==> src/rtl/oup_ulpi_pkg.sv <==
// Shared constants, state encoding and helpers for the ULPI PHY responder.
package oup_ulpi_pkg;

    // Command opcodes carried in ulpi_data_i[7:6] while idle
    localparam logic [1:0] CMD_NOOP = 2'b00;
    localparam logic [1:0] CMD_TX   = 2'b01;
    localparam logic [1:0] CMD_REGW = 2'b10;
    localparam logic [1:0] CMD_REGR = 2'b11;

    // Register map (base addresses; base+1 = set, base+2 = clear)
    localparam logic [5:0] ADDR_VID_LO = 6'h00;
    localparam logic [5:0] ADDR_VID_HI = 6'h01;
    localparam logic [5:0] ADDR_PID_LO = 6'h02;
    localparam logic [5:0] ADDR_PID_HI = 6'h03;
    localparam logic [5:0] ADDR_FUNC   = 6'h04;
    localparam logic [5:0] ADDR_IFC    = 6'h07;
    localparam logic [5:0] ADDR_OTG    = 6'h0A;
    localparam logic [5:0] ADDR_SCR    = 6'h16;

    localparam logic [7:0] FUNC_RST_VAL = 8'h41;
    localparam logic [7:0] IFC_RST_VAL  = 8'h00;
    localparam logic [7:0] OTG_RST_VAL  = 8'h06;
    localparam logic [7:0] SCR_RST_VAL  = 8'h00;

    // FunctionControl.Reset is self-clearing
    localparam int         FUNC_RESET_BIT  = 5;
    localparam logic [7:0] FUNC_RESET_MASK = 8'h20;

    // RX CMD field positions
    localparam int RXCMD_LS_LSB   = 0;
    localparam int RXCMD_VBUS_LSB = 2;
    localparam int RXCMD_EVT_LSB  = 4;

    typedef enum logic [3:0] {
        ST_IDLE,
        ST_WR_ACK,
        ST_WR_DATA,
        ST_WR_STP,
        ST_RD_ACK,
        ST_RD_TA,
        ST_RD_DATA,
        ST_TX_DATA,
        ST_RX_TA,
        ST_RX_DATA,
        ST_TA_OUT
    } state_e;

    // True when addr falls in the write/set/clear triplet starting at base
    function automatic logic in_group(input logic [5:0] addr, input logic [5:0] base);
        return (addr >= base) && (addr <= base + 6'd2);
    endfunction

    // New register value for a write through one of the three aliases
    function automatic logic [7:0] reg_update(input logic [7:0] cur, input logic [7:0] wdata,
                                              input logic [5:0] addr, input logic [5:0] base);
        logic [5:0] off;
        off = addr - base;
        case (off)
            6'd0:    return wdata;
            6'd1:    return cur | wdata;
            default: return cur & ~wdata;
        endcase
    endfunction

    // RX CMD byte; RxEvent is always reported as 00
    function automatic logic [7:0] rxcmd_byte(input logic [1:0] vbus, input logic [1:0] ls);
        logic [7:0] b;
        b = '0;
        b[RXCMD_EVT_LSB +: 2]  = 2'b00;
        b[RXCMD_VBUS_LSB +: 2] = vbus;
        b[RXCMD_LS_LSB +: 2]   = ls;
        return b;
    endfunction

endpackage

==> src/rtl/oup_ulpi_phy_regfile.sv <==
// Reduced ULPI register file: IDs, FunctionControl, InterfaceControl,
// OTGControl and Scratch with write/set/clear aliases.
module oup_ulpi_phy_regfile
    import oup_ulpi_pkg::*;
#(
    parameter logic [15:0] VENDOR_ID  = 16'h0424,
    parameter logic [15:0] PRODUCT_ID = 16'h0006
) (
    input  logic       clk_i,
    input  logic       rst_n_i,
    input  logic [5:0] addr_i,
    input  logic [7:0] wdata_i,
    input  logic       we_i,
    output logic [7:0] rdata_o,
    output logic       phy_rst_o
);

    logic [7:0] func_q, func_d;
    logic [7:0] ifc_q,  ifc_d;
    logic [7:0] otg_q,  otg_d;
    logic [7:0] scr_q,  scr_d;
    logic       phy_rst_q, phy_rst_d;
    logic [7:0] func_new;

    // Next-state for the writable registers; Reset bit is turned into a pulse
    always_comb begin
        func_d    = func_q;
        ifc_d     = ifc_q;
        otg_d     = otg_q;
        scr_d     = scr_q;
        phy_rst_d = 1'b0;
        func_new  = reg_update(func_q, wdata_i, addr_i, ADDR_FUNC);
        if (we_i) begin
            if (in_group(addr_i, ADDR_FUNC)) begin
                func_d    = func_new & ~FUNC_RESET_MASK;
                phy_rst_d = func_new[FUNC_RESET_BIT];
            end
            if (in_group(addr_i, ADDR_IFC)) ifc_d = reg_update(ifc_q, wdata_i, addr_i, ADDR_IFC);
            if (in_group(addr_i, ADDR_OTG)) otg_d = reg_update(otg_q, wdata_i, addr_i, ADDR_OTG);
            if (in_group(addr_i, ADDR_SCR)) scr_d = reg_update(scr_q, wdata_i, addr_i, ADDR_SCR);
        end
    end

    // Register state
    always_ff @(posedge clk_i or negedge rst_n_i) begin
        if (!rst_n_i) begin
            func_q    <= FUNC_RST_VAL;
            ifc_q     <= IFC_RST_VAL;
            otg_q     <= OTG_RST_VAL;
            scr_q     <= SCR_RST_VAL;
            phy_rst_q <= 1'b0;
        end else begin
            func_q    <= func_d;
            ifc_q     <= ifc_d;
            otg_q     <= otg_d;
            scr_q     <= scr_d;
            phy_rst_q <= phy_rst_d;
        end
    end

    // Combinational read; unmapped addresses return zero
    always_comb begin
        rdata_o = 8'h00;
        if      (addr_i == ADDR_VID_LO)      rdata_o = VENDOR_ID[7:0];
        else if (addr_i == ADDR_VID_HI)      rdata_o = VENDOR_ID[15:8];
        else if (addr_i == ADDR_PID_LO)      rdata_o = PRODUCT_ID[7:0];
        else if (addr_i == ADDR_PID_HI)      rdata_o = PRODUCT_ID[15:8];
        else if (in_group(addr_i, ADDR_FUNC)) rdata_o = func_q;
        else if (in_group(addr_i, ADDR_IFC))  rdata_o = ifc_q;
        else if (in_group(addr_i, ADDR_OTG))  rdata_o = otg_q;
        else if (in_group(addr_i, ADDR_SCR))  rdata_o = scr_q;
    end

    assign phy_rst_o = phy_rst_q;

endmodule

==> src/rtl/oup_ulpi_phy_responder.sv <==
// PHY side of the ULPI link: answers register accesses and transmits from
// the link, and reports LineState/VBUS changes as RX CMD bytes.
module oup_ulpi_phy_responder
    import oup_ulpi_pkg::*;
#(
    parameter logic [15:0] VENDOR_ID  = 16'h0424,
    parameter logic [15:0] PRODUCT_ID = 16'h0006
) (
    input  logic       ulpi_clk_i,
    input  logic       rst_n_i,
    input  logic [7:0] ulpi_data_i,
    output logic [7:0] ulpi_data_o,
    output logic       ulpi_dir_o,
    output logic       ulpi_nxt_o,
    input  logic       ulpi_stp_i,
    input  logic [1:0] linestate_i,
    input  logic [1:0] vbus_i,
    output logic [7:0] tx_data_o,
    output logic       tx_valid_o,
    output logic       tx_eop_o,
    output logic       phy_rst_o
);

    state_e     state_q;
    logic [5:0] addr_q;
    logic [7:0] wdata_q;
    logic [7:0] data_q;
    logic       dir_q, nxt_q;
    logic [7:0] tx_data_q;
    logic       tx_valid_q, tx_eop_q;
    logic       pend_q, pend_d;
    logic [3:0] line_q;
    logic [3:0] line_now;
    logic       line_chg;
    logic       pend_now;
    logic       reg_we;
    logic [7:0] reg_rdata;

    assign line_now = {vbus_i, linestate_i};
    assign line_chg = (line_now != line_q);
    // A change seen this very cycle already counts as pending in IDLE
    assign pend_now = pend_q | line_chg;
    // Write commits on the cycle the link raises stp after the data byte
    assign reg_we   = (state_q == ST_WR_STP) && ulpi_stp_i;

    oup_ulpi_phy_regfile #(
        .VENDOR_ID (VENDOR_ID),
        .PRODUCT_ID(PRODUCT_ID)
    ) u_regfile (
        .clk_i    (ulpi_clk_i),
        .rst_n_i  (rst_n_i),
        .addr_i   (addr_q),
        .wdata_i  (wdata_q),
        .we_i     (reg_we),
        .rdata_o  (reg_rdata),
        .phy_rst_o(phy_rst_o)
    );

    // Pending flag: set on any change, cleared when the RX CMD byte is loaded
    always_comb begin
        pend_d = pend_q;
        if (line_chg) pend_d = 1'b1;
        if (state_q == ST_RX_TA) pend_d = 1'b0;
    end

    // Registered copy of line/VBUS state and the pending flag
    always_ff @(posedge ulpi_clk_i or negedge rst_n_i) begin
        if (!rst_n_i) begin
            line_q <= 4'h0;
            pend_q <= 1'b0;
        end else begin
            line_q <= line_now;
            pend_q <= pend_d;
        end
    end

    // Link protocol FSM with registered bus and strobe outputs
    always_ff @(posedge ulpi_clk_i or negedge rst_n_i) begin
        if (!rst_n_i) begin
            state_q    <= ST_IDLE;
            addr_q     <= 6'h00;
            wdata_q    <= 8'h00;
            data_q     <= 8'h00;
            dir_q      <= 1'b0;
            nxt_q      <= 1'b0;
            tx_data_q  <= 8'h00;
            tx_valid_q <= 1'b0;
            tx_eop_q   <= 1'b0;
        end else begin
            tx_valid_q <= 1'b0;
            tx_eop_q   <= 1'b0;
            case (state_q)
                ST_IDLE: begin
                    if (pend_now) begin
                        state_q <= ST_RX_TA;
                        dir_q   <= 1'b1;
                        data_q  <= 8'h00;
                    end else begin
                        case (ulpi_data_i[7:6])
                            CMD_TX: begin
                                state_q    <= ST_TX_DATA;
                                nxt_q      <= 1'b1;
                                tx_valid_q <= 1'b1;
                                tx_data_q  <= ulpi_data_i;
                            end
                            CMD_REGW: begin
                                state_q <= ST_WR_ACK;
                                nxt_q   <= 1'b1;
                                addr_q  <= ulpi_data_i[5:0];
                            end
                            CMD_REGR: begin
                                state_q <= ST_RD_ACK;
                                nxt_q   <= 1'b1;
                                addr_q  <= ulpi_data_i[5:0];
                            end
                            default: ;
                        endcase
                    end
                end
                ST_WR_ACK:  state_q <= ST_WR_DATA;
                ST_WR_DATA: begin
                    wdata_q <= ulpi_data_i;
                    nxt_q   <= 1'b0;
                    state_q <= ST_WR_STP;
                end
                ST_WR_STP: if (ulpi_stp_i) state_q <= ST_IDLE;
                ST_RD_ACK: begin
                    state_q <= ST_RD_TA;
                    dir_q   <= 1'b1;
                    nxt_q   <= 1'b0;
                end
                ST_RD_TA: begin
                    state_q <= ST_RD_DATA;
                    data_q  <= reg_rdata;
                end
                ST_TX_DATA: begin
                    if (ulpi_stp_i) begin
                        state_q  <= ST_IDLE;
                        nxt_q    <= 1'b0;
                        tx_eop_q <= 1'b1;
                    end else begin
                        tx_valid_q <= 1'b1;
                        tx_data_q  <= ulpi_data_i;
                    end
                end
                ST_RX_TA: begin
                    state_q <= ST_RX_DATA;
                    data_q  <= rxcmd_byte(vbus_i, linestate_i);
                end
                ST_RD_DATA, ST_RX_DATA: begin
                    state_q <= ST_TA_OUT;
                    dir_q   <= 1'b0;
                    data_q  <= 8'h00;
                end
                ST_TA_OUT: state_q <= ST_IDLE;
                default: begin
                    state_q <= ST_IDLE;
                    dir_q   <= 1'b0;
                    nxt_q   <= 1'b0;
                    data_q  <= 8'h00;
                end
            endcase
        end
    end

    assign ulpi_data_o = data_q;
    assign ulpi_dir_o  = dir_q;
    assign ulpi_nxt_o  = nxt_q;
    assign tx_data_o   = tx_data_q;
    assign tx_valid_o  = tx_valid_q;
    assign tx_eop_o    = tx_eop_q;

endmodule

==> config.mk <==
export PLATFORM = sky130hd
export DESIGN_NAME = oup_ulpi_phy_responder
export DESIGN_NICKNAME = d
export VERILOG_FILES = /design/src/rtl/oup_ulpi_pkg.sv /design/src/rtl/oup_ulpi_phy_regfile.sv /design/src/rtl/oup_ulpi_phy_responder.sv
export SDC_FILE = /design/constraint.sdc
export NUM_CORES = 1
export LEC_CHECK = 0
export CAP_MARGIN = 20
export CORE_MARGIN = 2
export CORE_UTILIZATION = 25
export CTS_CLUSTER_DIAMETER = 120
export CTS_CLUSTER_SIZE = 24
export DETAILED_ROUTE_END_ITERATION = 8
export PLACE_DENSITY = 0.42
export SLEW_MARGIN = 30
export SYNTH_ARGS = -nofsm -noshare
export SYNTH_HDL_FRONTEND = slang
export SYNTH_HIERARCHICAL = 1
export SYNTH_SLANG_ARGS = --single-unit
==> constraint.sdc <==
create_clock -name ulpi_clk_i -period 5.7 [get_ports ulpi_clk_i]
set_input_delay 1.425 -clock ulpi_clk_i [delete_from_list [all_inputs] [get_ports ulpi_clk_i]]
set_output_delay 1.425 -clock ulpi_clk_i [all_outputs]
set_load 0.01 [all_outputs]
; ---- Word-level counts from Yosys, hierarchy flattened
; Cells that the tools add are included.
[word_totals]
inputBits = 15
register_bits = 75
[op_classes]
eq_ne = 29
add_sub_neg = 4
magnitude_cmp = 8
mux = 38
n_reduce_logical = 30
bitwise = 14
[ops]
columns = operator, count
row1 = 2-to-1 mux 8 bit, 12
row2 = one-hot mux 8 bit (2 select lines), 5
row3 = bitwise AND 8 bit, 4
row4 = OR 8 bit, 4
row5 = one-hot mux 4 bit (8 select lines), 1
row6 = one-hot mux 8 bit (4 select lines), 1
row7 = equality test 6 x 1 -> 1 bit (second input constant), 5
row8 = logical NOT 6 bit, 5
row9 = equality test 4 x 3 -> 1 bit (second input constant), 4
row10 = AND reduction 2 bit, 7
row11 = OR reduction 7 bit, 2
row12 = 2-to-1 mux 1 bit, 13
row13 = equality test 4 bit (second input constant), 3
row14 = equality test 6 x 2 -> 1 bit (second input constant), 2
row15 = >= comparator 6 x 3 -> 1 bit (second input constant), 2
row16 = less-or-equal comparator 6 x 4 -> 1 bit (second input constant), 2
row17 = one-hot mux 4 bit (3 select lines), 1
row18 = subtractor 6 x 3 -> 6 bit (second input constant), 2
row19 = inequality test 2 bit (second input constant), 5
row20 = equality test 4 x 2 -> 1 bit (second input constant), 2
row21 = 2-to-1 mux 4 bit, 2
row22 = NOT 8 bit, 1
row23 = AND reduction 4 bit, 2
row24 = >= comparator 6 x 4 -> 1 bit (second input constant), 1
row25 = 22 further kinds, 35

; ---- Longest topological paths before layout
[logic_depth]
depth_word = 11
mapped_depth = 10
mapped_depth_nobuf = 8

; ---- Modules after synthesis
; The synthesis kept the hierarchy.
[modules_own_cells]
columns = mod, area_per_inst_um2, cells_each, instances
row1 = oup_ulpi_phy_regfile, 2029.4, 207, 1
row2 = oup_ulpi_phy_responder, 1914.3, 157, 1

; ---- Worst setup path after synthesis
; No wires, ideal clock.
[synth_path]
kind = input to register
start = input port vbus_i[1]
end = register tx_data_q[0], in the netlist tx_data_o[0]
arrival_ns = 2.946
setup_time_ns = 0.125
t_required_ns = 5.575
n_path_buf = 1
setup_slack_ns = 2.629
path_stages = 5
path_cell_list = xor2_1 -> or4_1 -> buf_6 -> o31ai_4 -> mux2_2
[synth_between]
elab_chain_len = 4
[synth_lines]
columns = element, line_no
row1 = start: declaration, oup_ulpi_phy_responder.sv:17  ; input logic [1:0] vbus_i,
row2 = inequality test 4 bit, oup_ulpi_phy_responder.sv:40  ; assign line_chg = (line_now != line_q);
row3 = OR 1 bit, oup_ulpi_phy_responder.sv:42  ; assign pend_now = pend_q | line_chg;
row4 = inequality test 2 bit (no line), --
row5 = AND reduction 4 bit (no line), --
row6 = end signal: assignment, oup_ulpi_phy_responder.sv:104  ; tx_data_q <= ulpi_data_i;
row7 = end signal: assignment, oup_ulpi_phy_responder.sv:143  ; tx_data_q <= ulpi_data_i;
row8 = end: declaration, oup_ulpi_phy_responder.sv:29  ; logic [7:0] tx_data_q;
; No other way between the ends.
; A chain may end at the register's enable or synchronous reset.

; ---- Final worst setup path
; Ends and elaborated chain as after synthesis.

==> metrics.log <==
[metrics] run status: completed
[metrics] combined area of all synthesized cells: 3940 µm²
[metrics] core outline area: 15300 µm²
[metrics] RSZ-0062 raised after global routing: false
[metrics] Yosys warning count: 6
[metrics] share of the cycle needed by the critical path after routing: 61.4%
[metrics] count of fill cells added during filler insertion: 1622
[metrics] wire per inst: 17.5 µm
[metrics] slew at the pin closest to its max-slew limit: 0.883 ns
[metrics] pin count of the biggest net entering global routing: 76
[metrics] area of the die: 16800 µm²
[metrics] number of standard cells after synthesis: 364
[metrics] antenna fix cells: 0
[metrics] setup violation total in the final timing report: 0
[metrics] register bit count reported by yosys: 75
[metrics] startpoint types: input pin
[metrics] number of synthesized flops with an enable pin: 0
[metrics] port buffer count: 35
[metrics] post-detailed-route via-to-cell ratio: 5.09
[metrics] number of max-cap violations: 0
[metrics] cell types with the largest area share after synthesis: dfrtp_1, mux2_2, a221o_1, o21ai_0, a32o_1
[metrics] I/O Pins: 36
[metrics] CTS buffer count: 9
[metrics] timing-limited maximum frequency: 286 MHz
[metrics] endpoint type of the worst setup path: flip-flop
[metrics] number of levels the H-tree was split into: 3
[metrics] worst setup path startpoint: vbus_i[1]
[metrics] area share of the largest cell type after synthesis: 45.1%
[metrics] wire length reported by the detailed router: 10600 µm
[metrics] clock insertion delay at the later pin of the skew report: 0.34 ns
[metrics] commonest cells after routing, fill and taps aside: dfrtp_1, clkdlybuf4s50_1, nand2_1
[metrics] first-pass GRT wire length: 17000 µm
[metrics] Chip Width: 130 µm
[metrics] reg-to-reg startpoint: addr_q[1]$_DFFE_PN0P_
[metrics] First DRT Iteration DRCs: 180
[metrics] number of cells upsized or downsized after cts: 0
[metrics] CP Max Fanout: 8
[metrics] source of the worst hold timing path: u_regfile/func_q[7]$_DFFE_PN0P_
[metrics] Setup Crit Path Kind: in -> reg
[metrics] total negative slack for setup checks: 0 ns
[metrics] number of nets in the final layout: 411
[metrics] CTS root buffer: clkbuf_16
[metrics] total grt overflow: 0
[metrics] worst hold path class: reg -> reg
[metrics] largest area contributor in the synthesized netlist: dfrtp_1
[metrics] most frequent standard cell in the layout excluding fill and tap cells: dfrtp_1
[metrics] clock tree from TritonCTS: yes
[metrics] remaining antenna violation count: 0
[metrics] ys async rst share: 100%
[metrics] first-pass iteration count of the detailed router: 4
[metrics] power density relative to cell area: 379 nW/µm²
[metrics] Starting Density: 25.8%
[metrics] routability cong.: 0.768
[metrics] total count of max-transition violations in the final report: 0
[metrics] worst-case clock skew: 0.00603 ns
[metrics] antenna violations before repair: 0
[metrics] global-route usage over all layers: 13.4%
[metrics] Arr. time, crit path: 3.73 ns
[metrics] post-DP HPWL: 7630 µm
[metrics] standby leakage power: 1.87 nW
[metrics] Reg clk slew, reported paths: 0.06 ns
[metrics] worst slew margin relative to its limit: 40.6%
[metrics] via count of the first global-routing pass: 2998
[metrics] share of layout cells above drive strength 1: 14.9%
[metrics] vertical extent of the die: 130 µm
[metrics] Post-Synthesis Mean Instance Area: 10.8 µm²
[metrics] synthesized net count: 383
[metrics] final critical path time including I/O delays and setup: 3.50 ns
[metrics] number of cell rows: 45
[metrics] via count: 3097
[metrics] P&R area growth vs syn: 21.3%
[metrics] Post-CTS Hold Fix Bufs: 0
[metrics] Main synth FF type: dfrtp_1
[metrics] post-synth cell types: 66
[metrics] Critical Path RT: 5.93 ns
[metrics] number of setup buffers added after CTS: 0
[metrics] count of final hold-check violations: 0
[metrics] highest ir drop seen on vdd: 0.000150 V
[metrics] sequential fraction of the synthesis area: 47.7%
[metrics] number of clock sinks: 75
[metrics] Power, Total: 1.81 mW
[metrics] drt drc: 0
[metrics] maximum clock path buffer count: 2
final cells by class:
class | instances | area (µm²) | area share [%]
Sequential cell | 75 | 1880 | 39.3
Timing Repair Buffer | 35 | 352 | 7.35
Inverter | 6 | 22.5 | 0.471
Tap cell | 211 | 264 | 5.52
Clock inverter | 6 | 63.8 | 1.33
Multi-Input combinational cell | 265 | 1960 | 41.0
Clock buffer | 10 | 239 | 4.99
metal layers:
layer  global-route usage [%]  up-vias  wire length (µm)
met2                     18.9       77              4660
met5                        0        -                 0
met1                     19.9     1557              5360
li1                         -     1447                 -
met3                     3.10       16               420
met4                     4.43        0               205
path summary, 6_finish.rpt:
| path | end | slack [ns] | depth (start not counted) |
|---|---|---|---|
| setup / recovery | tx_data_o[0]$_DFFE_PN0P_ | 2.20 | 5 |
| hold / removal | u_regfile/func_q[7]$_DFFE_PN0P_ | 0.50 | 1 |
| setup reg to reg | u_regfile/otg_q[5]$_DFFE_PN0P_ | 2.76 | 7 |
| hold reg to reg | u_regfile/func_q[7]$_DFFE_PN0P_ | 0.50 | 1 |
| max in group asynchronous | u_regfile/otg_q[5]$_DFFE_PN0P_ | 4.10 | 1 |
| min in group asynchronous | tx_data_o[7]$_DFFE_PN0P_ | 1.10 | 1 |
synthesized netlist by cell type, types with 4 or more instances:
master / instances
dfrtp_1: 71
nand2_1: 29
o21ai_0: 25
mux2_2: 20
a221o_1: 16
nor2_1: 15
a32o_1: 12
clkbuf_1: 9
nand2b_1: 9
nor2b_1: 9
a221oi_1: 8
and2_0: 8
nor3_1: 8
nor3b_1: 8
a22o_1: 7
a22oi_1: 7
o22ai_1: 7
buf_2: 6
inv_1: 6
xor2_1: 6
a21oi_1: 5
nand3_1: 5
dfstp_2: 4
ha_1: 4
or4_1: 4
flip-flops by register name (all words and copies together), names as in the netlist:
| signal | flops |
|---|---|
| line_q | 4 |
| pend_q | 1 |
| u_regfile/scr_q | 8 |
| ulpi_data_o | 8 |
| u_regfile/ifc_q | 8 |
| u_regfile/phy_rst_o | 1 |
| tx_eop_o | 1 |
| wdata_q | 8 |
| addr_q | 6 |
| state_q | 4 |
| ulpi_dir_o | 1 |
| tx_valid_o | 1 |
| u_regfile/otg_q | 8 |
| u_regfile/func_q | 7 |
| ulpi_nxt_o | 1 |
| tx_data_o | 8 |
power breakdown:
part           switching, mW  internal (mW)
Sequential             0.195          0.613
Combinational          0.220          0.203
Clock                  0.232          0.351
Total                  0.647           1.17
critical path, stage by stage:
cell             delay, ns
clkdlybuf4s50_1       0.46
xor2_1                0.17
or4_1                 0.76
o31ai_4               0.52
mux2_2                0.38
through the flow:
stage,util [%],setup WS (ns),hold WS (ns),std cells,instance area (µm²)
after floorplan,-,2.63,0.458,364,3940
after global placement,29.2,1.85,0.482,592,4470
after detailed placement,29.2,1.83,0.483,592,4480
after CTS,31.2,2.19,0.503,608,4780
after global routing,31.2,2.07,0.522,608,4780
final,31.2,2.20,0.502,608,4780
kinds of logic (layout without fill, tap and decap cells):
kind of cell	Yosys count	count (layout)	share of synthesized area (%)
AO/OA/AOI/OAI	110	110	22.9
XOR/XNOR	8	8	1.78
adder cells (fa/ha/maj)	4	4	1.27
buffers and inverters	24	57	2.66
flip-flops	75	75	47.7
multiplexers	22	22	6.22
AND/OR/NAND/NOR	121	121	17.4
(Power assumes the default switching activity.)
==> variant (same settings) <==
Change the package constant `RXCMD_VBUS_LSB` from 2 to 1.
--- a/src/rtl/oup_ulpi_pkg.sv
+++ b/src/rtl/oup_ulpi_pkg.sv
@@ -29,5 +29,5 @@
     // RX CMD field positions
     localparam int RXCMD_LS_LSB   = 0;
-    localparam int RXCMD_VBUS_LSB = 2;
+    localparam int RXCMD_VBUS_LSB = 1;
     localparam int RXCMD_EVT_LSB  = 4;
 
Function: changed (Yosys sat finds a counterexample within 4 cycles, from zero or initial values and one cycle with rst_n_i low).
==> variant against the original RTL <==
  * Power is 1.2% higher
  * Routed wire length is 1.8% higher
  * Cell area is 0.31% higher
  * Setup slack worse by 55 ps
  * Combinational power is 11% higher
  * Global-route usage is 0.28 points higher
  * First-iteration DRC count is 63% higher
  * Area after synthesis is 0.51% higher
  * Sequential cell count stayed put
  * Register-to-register slack hardly changed
  * Critical path type unchanged
==> variant: results (changes against the original RTL) <==
status=complete, no violations (unchanged); crit path to=u_regfile/ifc_q[3] (was tx_data_o[0]); pre-CTS setup slack=1759 ps (was 1833 ps); routed len/inst=17.67 um (was 17.50 um); # H-tree levels=3 (unchanged); worst slew pin tran=762.6 ps (was 882.9 ps); post-synthesis sequential area ratio=0.4747 (was 0.4772); Vias=3061 (was 3097); minimum clock period=3556 ps (was 3500 ps); most frequent cells after synthesis=dfrtp_1 (71), nand2_1 (25), o21ai_0 (22), mux2_2 (20), a221o_1 (17) (was dfrtp_1 (71), nand2_1 (29), o21ai_0 (25), mux2_2 (20), a221o_1 (16)); Worst R2R Setup Slack=2770 ps (was 2760 ps); drt initial violations=293 (was 180); Worst Setup SP=ulpi_stp_i (was vbus_i[1]); top post-synthesis cells by area=dfrtp_1 (45%), mux2_2 (5.7%), a221o_1 (4.3%) (was dfrtp_1 (45%), mux2_2 (5.7%), a221o_1 (4.1%)); Pint=0.001198 W (was 0.001167 W); # fillers=1601 (was 1622); worst hold slack=498.3 ps (was 501.6 ps); skew final=4.530 ps (was 6.029 ps); RR Endpoint=u_regfile/otg_q[4] (was u_regfile/otg_q[5]); Max VDD drop=147.0 uV (was 149.5 uV); hold crit path type=reg2reg (unchanged); Total GRT Usage=0.1363 (was 0.1335); first-pass GRT wire length=17.49 mm (was 17.05 mm); post-layout net count=412 (was 411); Leak=1.883 nW (was 1.875 nW); share of cells above drive strength 1=0.1537 (was 0.1486); ys async rst share=1.000 (unchanged); hold path startpoint=u_regfile/func_q[1] (was u_regfile/func_q[7]); distinct cell type count after synthesis=69 (was 66); Worst Hold End=u_regfile/func_q[1] (was u_regfile/func_q[7]); First-pass DRT Iterations=4 (unchanged); RePlAce Congestion=0.8037 (was 0.7679); WP data arrival=3780 ps (was 3730 ps)
## variant: worst max-delay path, cell delays in order
cell             delay (ps)
clkdlybuf4s50_1         570
nand3_1                 130
nor3_1                  620
nand2_2                 100
or4_1                   610
a32o_1                  320
## variant: logic make-up (layout without fill, tap and decap cells)
logic type	count (synthesis)	count (layout)	synth area share
AOI/OAI and AO/OA	112	112	0.2355
muxes	21	21	0.05934
adders and majority gates	4	4	0.01263
DFF	75	75	0.4747
xor gates and xnor gates	6	6	0.01326
buffers and inverters	26	61	0.02841
and+or+nand+nor	118	118	0.1761
## variant: per-stage QoR
stage | std cells | cell area, um2
after CTS | 613 | 4795
after global placement | 598 | 4511
after floorplan | 362 | 3964
after detailed placement | 598 | 4514
after global routing | 613 | 4800
final | 613 | 4800
## variant: layout make-up
type | count | area [um2] | share of cell area
multi-input combinational | 261 | 1974 | 0.4114
sequential | 75 | 1882 | 0.3921
timing repair buffer | 35 | 351.6 | 0.07325
clock buffer | 13 | 270.3 | 0.05631
tap | 216 | 270.3 | 0.05631
inverter | 11 | 41.29 | 0.008603
clock inverter | 2 | 10.01 | 0.002086
## variant: metal layers
metal,up-vias,wire [um],part of all wire,GRT usage
met5,-,0,0,0
met4,0,142,0.013,0.04301
met3,11,614,0.057,0.03034
met2,64,5082,0.47,0.2153
met1,1540,4990,0.46,0.1864
li1,1446,-,-,-
## variant: power by group through the flow
stage	logic, W	registers [W]	clock network (W)
3_3_place_gp	0.000463	0.000840	0
5_1_grt	0.000515	0.000854	0.000584
2_1_floorplan	0.000373	0.000742	0
4_1_cts	0.000471	0.000833	0.000563
6_report	0.000468	0.000830	0.000538
3_5_place_dp	0.000468	0.000844	0
